--- config.mk ---
export PLATFORM = sky130hd
export DESIGN_NAME = alarm_time_setter
export DESIGN_NICKNAME = d
export VERILOG_FILES = /design/src/rtl/alarm_pkg.sv /design/src/rtl/alarm_time_setter_btn_debounce.sv /design/src/rtl/alarm_time_setter.sv
export SDC_FILE = /design/constraint.sdc
export NUM_CORES = 1
export LEC_CHECK = 0
export CAP_MARGIN = 20
export CELL_PAD_IN_SITES_DETAIL_PLACEMENT = 1
export CELL_PAD_IN_SITES_GLOBAL_PLACEMENT = 1
export CORE_ASPECT_RATIO = 0.7
export CORE_UTILIZATION = 50
export DETAILED_ROUTE_END_ITERATION = 6
export DONT_BUFFER_PORTS = 1
export PLACE_DENSITY_LB_ADDON = 0.1
export SETUP_SLACK_MARGIN = 0.1
export SLEW_MARGIN = 30
export SYNTH_ARGS = -nofsm -noshare
export SYNTH_HDL_FRONTEND = slang
export SYNTH_HIERARCHICAL = 1
export SYNTH_SLANG_ARGS = --single-unit
--- constraint.sdc ---
create_clock -name clk -period 2.5 [get_ports clk]
set_input_delay 0.75 -clock clk [delete_from_list [all_inputs] [get_ports clk]]
set_output_delay 0.75 -clock clk [all_outputs]
set_load 0.01 [all_outputs]
--- src/rtl/alarm_pkg.sv ---
// Shared types, BCD limits and the wrap-around BCD step used by the alarm
// time setter.
package alarm_pkg;

  typedef enum logic [2:0] {
    IDLE,
    T_HOUR,
    T_MIN,
    A_HOUR,
    A_MIN
  } setter_state_t;

  typedef logic [3:0] bcd_t;

  typedef struct packed {
    bcd_t tens;
    bcd_t ones;
  } bcd_pair_t;

  localparam int unsigned HOUR_MAX = 23;
  localparam int unsigned MIN_MAX  = 59;

  // One increment or decrement of a two-digit BCD field that wraps between
  // 00 and limit; the ones digit carries into / borrows from the tens digit.
  function automatic bcd_pair_t bcd_step(input bcd_pair_t cur, input logic up,
                                         input int unsigned limit);
    bcd_pair_t lim;
    bcd_pair_t res;
    lim.tens = 4'(limit / 10);
    lim.ones = 4'(limit % 10);
    res      = cur;
    if (up) begin
      if (cur == lim) begin
        res = '0;
      end else if (cur.ones == 4'd9) begin
        res.tens = cur.tens + 4'd1;
        res.ones = 4'd0;
      end else begin
        res.ones = cur.ones + 4'd1;
      end
    end else begin
      if (cur == '0) begin
        res = lim;
      end else if (cur.ones == 4'd0) begin
        res.tens = cur.tens - 4'd1;
        res.ones = 4'd9;
      end else begin
        res.ones = cur.ones - 4'd1;
      end
    end
    return res;
  endfunction

endpackage

--- src/rtl/alarm_time_setter_btn_debounce.sv ---
// Push-button conditioner: 2-flop synchronizer, stable-level counter and a
// one-cycle press pulse on each accepted rising level.
module btn_debounce #(
  parameter int unsigned DEBOUNCE_CYCLES = 2_000_000
) (
  input  logic clk,
  input  logic rstn,
  input  logic btn_raw,
  output logic level,
  output logic press
);

  localparam int unsigned CW = (DEBOUNCE_CYCLES + 3 > 2) ? $clog2(DEBOUNCE_CYCLES + 3) : 1;
  localparam logic [CW-1:0] ACC_LAST = CW'(DEBOUNCE_CYCLES - 1);
  localparam logic [CW-1:0] ARM_LAST = CW'(DEBOUNCE_CYCLES + 1);

  logic          r_sync1;
  logic          r_sync2;
  logic [CW-1:0] r_cnt;
  logic          r_level;
  logic          r_press;
  logic          r_armed;

  // After reset the path stays disarmed until the synchronized input has
  // been low for DEBOUNCE_CYCLES+2 cycles (the two stale synchronizer zeros
  // plus a full debounce window), so a button held through reset is ignored.
  always_ff @(posedge clk or negedge rstn) begin
    if (!rstn) begin
      r_sync1 <= 1'b0;
      r_sync2 <= 1'b0;
      r_cnt   <= '0;
      r_level <= 1'b0;
      r_press <= 1'b0;
      r_armed <= 1'b0;
    end else begin
      r_sync1 <= btn_raw;
      r_sync2 <= r_sync1;
      r_press <= 1'b0;
      if (!r_armed) begin
        if (r_sync2) begin
          r_cnt <= '0;
        end else if (r_cnt == ARM_LAST) begin
          r_armed <= 1'b1;
          r_cnt   <= '0;
        end else begin
          r_cnt <= r_cnt + 1'b1;
        end
      end else if (r_sync2 == r_level) begin
        r_cnt <= '0;
      end else if (r_cnt == ACC_LAST) begin
        r_level <= r_sync2;
        r_press <= r_sync2;
        r_cnt   <= '0;
      end else begin
        r_cnt <= r_cnt + 1'b1;
      end
    end
  end

  assign level = r_level;
  assign press = r_press;

endmodule

--- src/rtl/alarm_time_setter.sv ---
// Button-driven editor for the wall-clock preset and the alarm time, with
// load strobe for the watch and alarm enable toggle.
module alarm_time_setter
  import alarm_pkg::*;
#(
  parameter int unsigned DEBOUNCE_CYCLES = 2_000_000
) (
  input  logic       clk,
  input  logic       rstn,
  input  logic       btn_mode,
  input  logic       btn_up,
  input  logic       btn_down,
  output logic [3:0] hourdec_init,
  output logic [3:0] hourone_init,
  output logic [3:0] mindec_init,
  output logic [3:0] minone_init,
  output logic       time_load,
  output logic [3:0] hourdec_bud,
  output logic [3:0] hourone_bud,
  output logic [3:0] mindec_bud,
  output logic [3:0] minone_bud,
  output logic       bud_en,
  output logic [2:0] edit_field
);

  logic [2:0]    w_level;
  logic [2:0]    w_press;
  logic          w_ev_mode;
  logic          w_ev_up;
  logic          w_ev_dn;

  setter_state_t r_state;
  setter_state_t w_next;
  logic [2:0]    w_edit;

  bcd_pair_t     r_t_hour;
  bcd_pair_t     r_t_min;
  bcd_pair_t     r_a_hour;
  bcd_pair_t     r_a_min;
  logic          r_bud_en;
  logic          r_time_load;

  btn_debounce #(.DEBOUNCE_CYCLES(DEBOUNCE_CYCLES)) u_db_mode (
    .clk(clk), .rstn(rstn), .btn_raw(btn_mode), .level(w_level[0]), .press(w_press[0])
  );
  btn_debounce #(.DEBOUNCE_CYCLES(DEBOUNCE_CYCLES)) u_db_up (
    .clk(clk), .rstn(rstn), .btn_raw(btn_up), .level(w_level[1]), .press(w_press[1])
  );
  btn_debounce #(.DEBOUNCE_CYCLES(DEBOUNCE_CYCLES)) u_db_down (
    .clk(clk), .rstn(rstn), .btn_raw(btn_down), .level(w_level[2]), .press(w_press[2])
  );

  // Mode beats everything; up and down arriving together cancel each other.
  assign w_ev_mode = w_press[0] & w_level[0];
  assign w_ev_up   = w_press[1] & w_level[1] & ~w_press[2] & ~w_press[0];
  assign w_ev_dn   = w_press[2] & w_level[2] & ~w_press[1] & ~w_press[0];

  always_ff @(posedge clk or negedge rstn) begin
    if (!rstn) begin
      r_state <= IDLE;
    end else begin
      r_state <= w_next;
    end
  end

  always_comb begin
    w_next = r_state;
    w_edit = '0;
    case (r_state)
      IDLE: begin
        if (w_ev_mode) w_next = T_HOUR;
      end
      T_HOUR: begin
        w_edit = 3'b001;
        if (w_ev_mode) w_next = T_MIN;
      end
      T_MIN: begin
        w_edit = 3'b010;
        if (w_ev_mode) w_next = A_HOUR;
      end
      A_HOUR: begin
        w_edit = 3'b101;
        if (w_ev_mode) w_next = A_MIN;
      end
      A_MIN: begin
        w_edit = 3'b110;
        if (w_ev_mode) w_next = IDLE;
      end
      default: w_next = IDLE;
    endcase
  end

  always_ff @(posedge clk or negedge rstn) begin
    if (!rstn) begin
      r_t_hour    <= '0;
      r_t_min     <= '0;
      r_a_hour    <= '0;
      r_a_min     <= '0;
      r_bud_en    <= 1'b0;
      r_time_load <= 1'b0;
    end else begin
      r_time_load <= (r_state == T_MIN) && w_ev_mode;
      if (w_ev_up || w_ev_dn) begin
        case (r_state)
          IDLE:    if (w_ev_up) r_bud_en <= ~r_bud_en;
          T_HOUR:  r_t_hour <= bcd_step(r_t_hour, w_ev_up, HOUR_MAX);
          T_MIN:   r_t_min  <= bcd_step(r_t_min,  w_ev_up, MIN_MAX);
          A_HOUR:  r_a_hour <= bcd_step(r_a_hour, w_ev_up, HOUR_MAX);
          A_MIN:   r_a_min  <= bcd_step(r_a_min,  w_ev_up, MIN_MAX);
          default: ;
        endcase
      end
    end
  end

  assign hourdec_init = r_t_hour.tens;
  assign hourone_init = r_t_hour.ones;
  assign mindec_init  = r_t_min.tens;
  assign minone_init  = r_t_min.ones;
  assign time_load    = r_time_load;
  assign hourdec_bud  = r_a_hour.tens;
  assign hourone_bud  = r_a_hour.ones;
  assign mindec_bud   = r_a_min.tens;
  assign minone_bud   = r_a_min.ones;
  assign bud_en       = r_bud_en;
  assign edit_field   = w_edit;

endmodule

==> flow_summary_export.csv <==
group,metric,value,unit
layout,diodes,0,
cts,h-tree-depth,4,
layout,nNetsFinal,793,
cts,cts_resized,0,
worst_setup_path,timing.rr.start,"u_db_up/r_cnt[11]$_DFF_PN0_",
cts,clk_latency,410,ps
power_and_ir_drop,p_int,0.00347,W
floorplanning,io_pins,42,
power_and_ir_drop,power_frac_seq,42.9,%
layout,drive_above_1_share,13.9,%
logic_synthesis,ys_async_sr_fraction,100,%
cts,cts_buffers,17,
worst_setup_path,crit_required,2790,ps
logic_synthesis,ys_seq_elements,115,
sta,rsz0062_at_grt,"no",
sta,slew-limit-headroom,59.0,%
floorplanning,initial_utilization,52.5,%
worst_setup_path,crit_chain,"or4b_1, or4_4, nor4_1, mux2_2",
cts,post_cts_buffers,0,
logic_synthesis,ys_seq_area_share,40.7,%
sta,drv_slew,0,
route,avgViaCountPerCell,6.11,
route,dr.pass1.iters,4,
cts,cts.reportedPaths.clkPinSlew,60,ps
sta,finalHoldViolCount,0,
cts,cts.sinks,115,
logic_synthesis,synth_edf_count,0,
place,portBuffers,0,
route,antenna_left,0,
global_route,grt.overflow.total,0,
floorplanning,rows,35,
power_and_ir_drop,p_clk_share,55.8,%
route,via_count,5827,
worst_setup_path,reg2regPathDepth,4,
cts,cts_hold_buf,0,
global_route,grt_max_degree,116,
global_route,antenna_found_initial,0,
outcome,status,"completed",
route,routedWlPerCell,19.1,um
cts,cts_buffer_depth,2,
layout,nFillCells,1560,
sta,post-route-period-util,91.7,%
floorplanning,die-area,14600,um2
sta,clock_skew,11.7,ps
worst_setup_path,arrival,2590,ps
sta,tightest_slew,609,ps
sta,fin_tns_setup,0,ps
worst_setup_path,start_kind,"flop",
power_and_ir_drop,p_leak,3.19,nW
route,drt_first_iter_violations,305,
worst_setup_path,cp_slowest_cell,"or4_4",
place,dp_slack,214,ps
worst_setup_path,rr_endpoint,"u_db_up/level$_DFFE_PN0P_",
power_and_ir_drop,power_density,560,nW/um2
logic_synthesis,syn_inst,740,
worst_setup_path,worst-setup-path-type,"flop to flop",
cts,root_buffer,"clkbuf_16",
route,wl,18200,um
logic_synthesis,synth.net_count,778,
worst_hold_path,hold_path_class,"primary input to async pin",
power_and_ir_drop,irDropWorstVdd,0.402,mV
layout,area_delta_synth_final,11.9,%
worst_setup_path,reg2reg_slack,210,ps
place,hpwl,12300,um
run,cap_violations,0,
floorplanning,die-height,102,um
sta,setup_violations,0,
sta,max_freq,436,MHz
global_route,grtUsageTotal,26.6,%
worst_setup_path,crit_end,"u_db_up/level$_DFFE_PN0P_",
power_and_ir_drop,p_sw,0.000967,W
logic_synthesis,netlist_area,7080,um2
floorplanning,die_x,144,um
floorplanning,core_area,13500,um2
power_and_ir_drop,p_sw_share,21.8,%
place,globalplace.congestion,0.825,
sta,period_needed,2290,ps
global_route,grt_pass1_wl,30600,um
worst_setup_path,startpoint,"u_db_up/r_cnt[11]$_DFF_PN0_",
worst_setup_path,cp-end-kind,"flop",
logic_synthesis,synth.avg_cell_area,9.57,um2
cts,cts_tree,"done",
route,drc,0,
worst_setup_path,worstPathMaxFanout,5,
logic_synthesis,synthDistinctLibCells,88,
power_and_ir_drop,p_comb_share,1.3,%
logic_synthesis,synth_ff_type,"dfrtp_1",
global_route,grt_pass1_vias,5985,
logic_synthesis,ys_warn_count,6,
worst_setup_path,cpPeakStageDelay,580,ps
sta,hold_ws,32.7,ps
sta,setup_slack,207,ps
-- layout by cell type, fill, tap and decap left out, types with 4 or more instances in the layout --
master,netlist,final
a21o_1,5,5
a21oi_1,74,74
a22oi_1,13,13
a31oi_1,7,7
and3_1,6,6
buf_4,2,23
clkbuf_16,0,17
clkinvlp_4,0,6
dfrtp_1,115,115
ha_1,33,33
inv_1,37,37
nand2_1,55,55
nand3_1,31,31
nand3b_1,4,4
nand4_1,20,20
nor2_1,36,36
nor3_1,26,26
nor3b_1,4,4
nor4_1,17,17
o211ai_1,4,4
o21ai_0,42,42
o22ai_1,8,8
o31ai_1,15,15
or3_1,11,11
or3_2,4,4
or3b_1,4,4
or4_4,3,4
xnor2_1,33,33
xor2_1,15,15
-- through the flow --
step | total power, W | utilization (%) | instance area (um2) | instances
6_report | 0.00444 | 58.7 | 7920 | 953
4_1_cts | 0.00448 | 58.6 | 7910 | 953
5_1_grt | 0.00457 | 58.7 | 7920 | 953
3_3_place_gp | 0.00198 | 54.2 | 7310 | 921
2_1_floorplan | 0.00198 | - | 7080 | 740
3_5_place_dp | 0.00199 | 54.2 | 7310 | 921
-- synth_stat cells, types with 11 or more instances --
library cell  count  area [um2]
dfrtp_1         115        2880
nor3_1           26         130
or3_1            11        68.8
a21oi_1          74         370
nand3_1          31         155
nand4_1          20         125
xnor2_1          33         289
o21ai_0          42         210
nor4_1           17         106
nand2_1          55         206
xor2_1           15         131
a22oi_1          13        97.6
inv_1            37         139
ha_1             33         413
o31ai_1          15         113
nor2_1           36         135
-- kinds of logic after synthesis --
| kind of cell | count (synthesis) | share of synthesized area (%) |
|---|---|---|
| AND/OR/NAND/NOR | 263 | 22.3 |
| AO/OA/AOI/OAI | 209 | 19.5 |
| flip-flops | 115 | 40.7 |
| buffers and inverters | 65 | 4.70 |
| XOR/XNOR | 48 | 5.94 |
| adder cells (fa/ha/maj) | 33 | 5.83 |
| multiplexers | 7 | 1.06 |
-- registers in the layout, summed over array words and instances, names as in the netlist, 3 cells and up --
name	cells
minone_bud	4
hourone_init	4
r_state	3
hourdec_bud	4
mindec_init	4
hourdec_init	4
mindec_bud	4
hourone_bud	4
minone_init	4
u_db_up/r_cnt	21
u_db_mode/r_cnt	21
u_db_down/r_cnt	21
-- final cells by class --
| class | count | area (um2) | share of cell area, % |
|---|---|---|---|
| clock buffers | 20 | 437 | 5.51 |
| clock inverters | 12 | 158 | 1.99 |
| inverters | 37 | 139 | 1.75 |
| multi-input cells | 560 | 3880 | 49.1 |
| flip-flops and latches | 115 | 2880 | 36.3 |
| well taps | 185 | 231 | 2.92 |
| repair buffers | 24 | 193 | 2.43 |
-- worst min-delay path by stage --
stage / start / to / cells after the start
after global routing: rstn / u_db_down/r_cnt[19]$_DFF_PN0_ / 0
after floorplan: u_db_down/r_sync1$_DFF_PN0_ / u_db_down/r_sync2$_DFF_PN0_ / 0
after CTS: rstn / u_db_down/r_cnt[18]$_DFF_PN0_ / 0
after detailed placement: u_db_down/r_sync1$_DFF_PN0_ / u_db_down/r_sync2$_DFF_PN0_ / 0
after global placement: u_db_down/r_sync1$_DFF_PN0_ / u_db_down/r_sync2$_DFF_PN0_ / 0
final: rstn / u_db_down/r_cnt[18]$_DFF_PN0_ / 0
-- metal layers --
layer  vias up  wire [um]  track usage, %
met5         -          0               0
met4         0         90            6.48
met3        11        644            5.72
met2        71       8630            42.8
met1      2952       8810            36.7
li1       2793          -               -
-- critical path, delay by kind of cell, from the launching register on --
kind,cells,cell delay (ps)
muxes,1,360
and+or+nand+nor,3,1380
DFF,1,420
-- power groups by stage --
stage	sequential, W	clock (W)	combinational [W]
global placement	0.00193	0	0.0000504
global route	0.00191	0.00261	0.0000630
floorplan	0.00193	0	0.0000478
finish	0.00190	0.00248	0.0000564
detailed placement	0.00194	0	0.0000555
CTS	0.00190	0.00252	0.0000569
No activity file was read; power rests on OpenSTA's default activity.
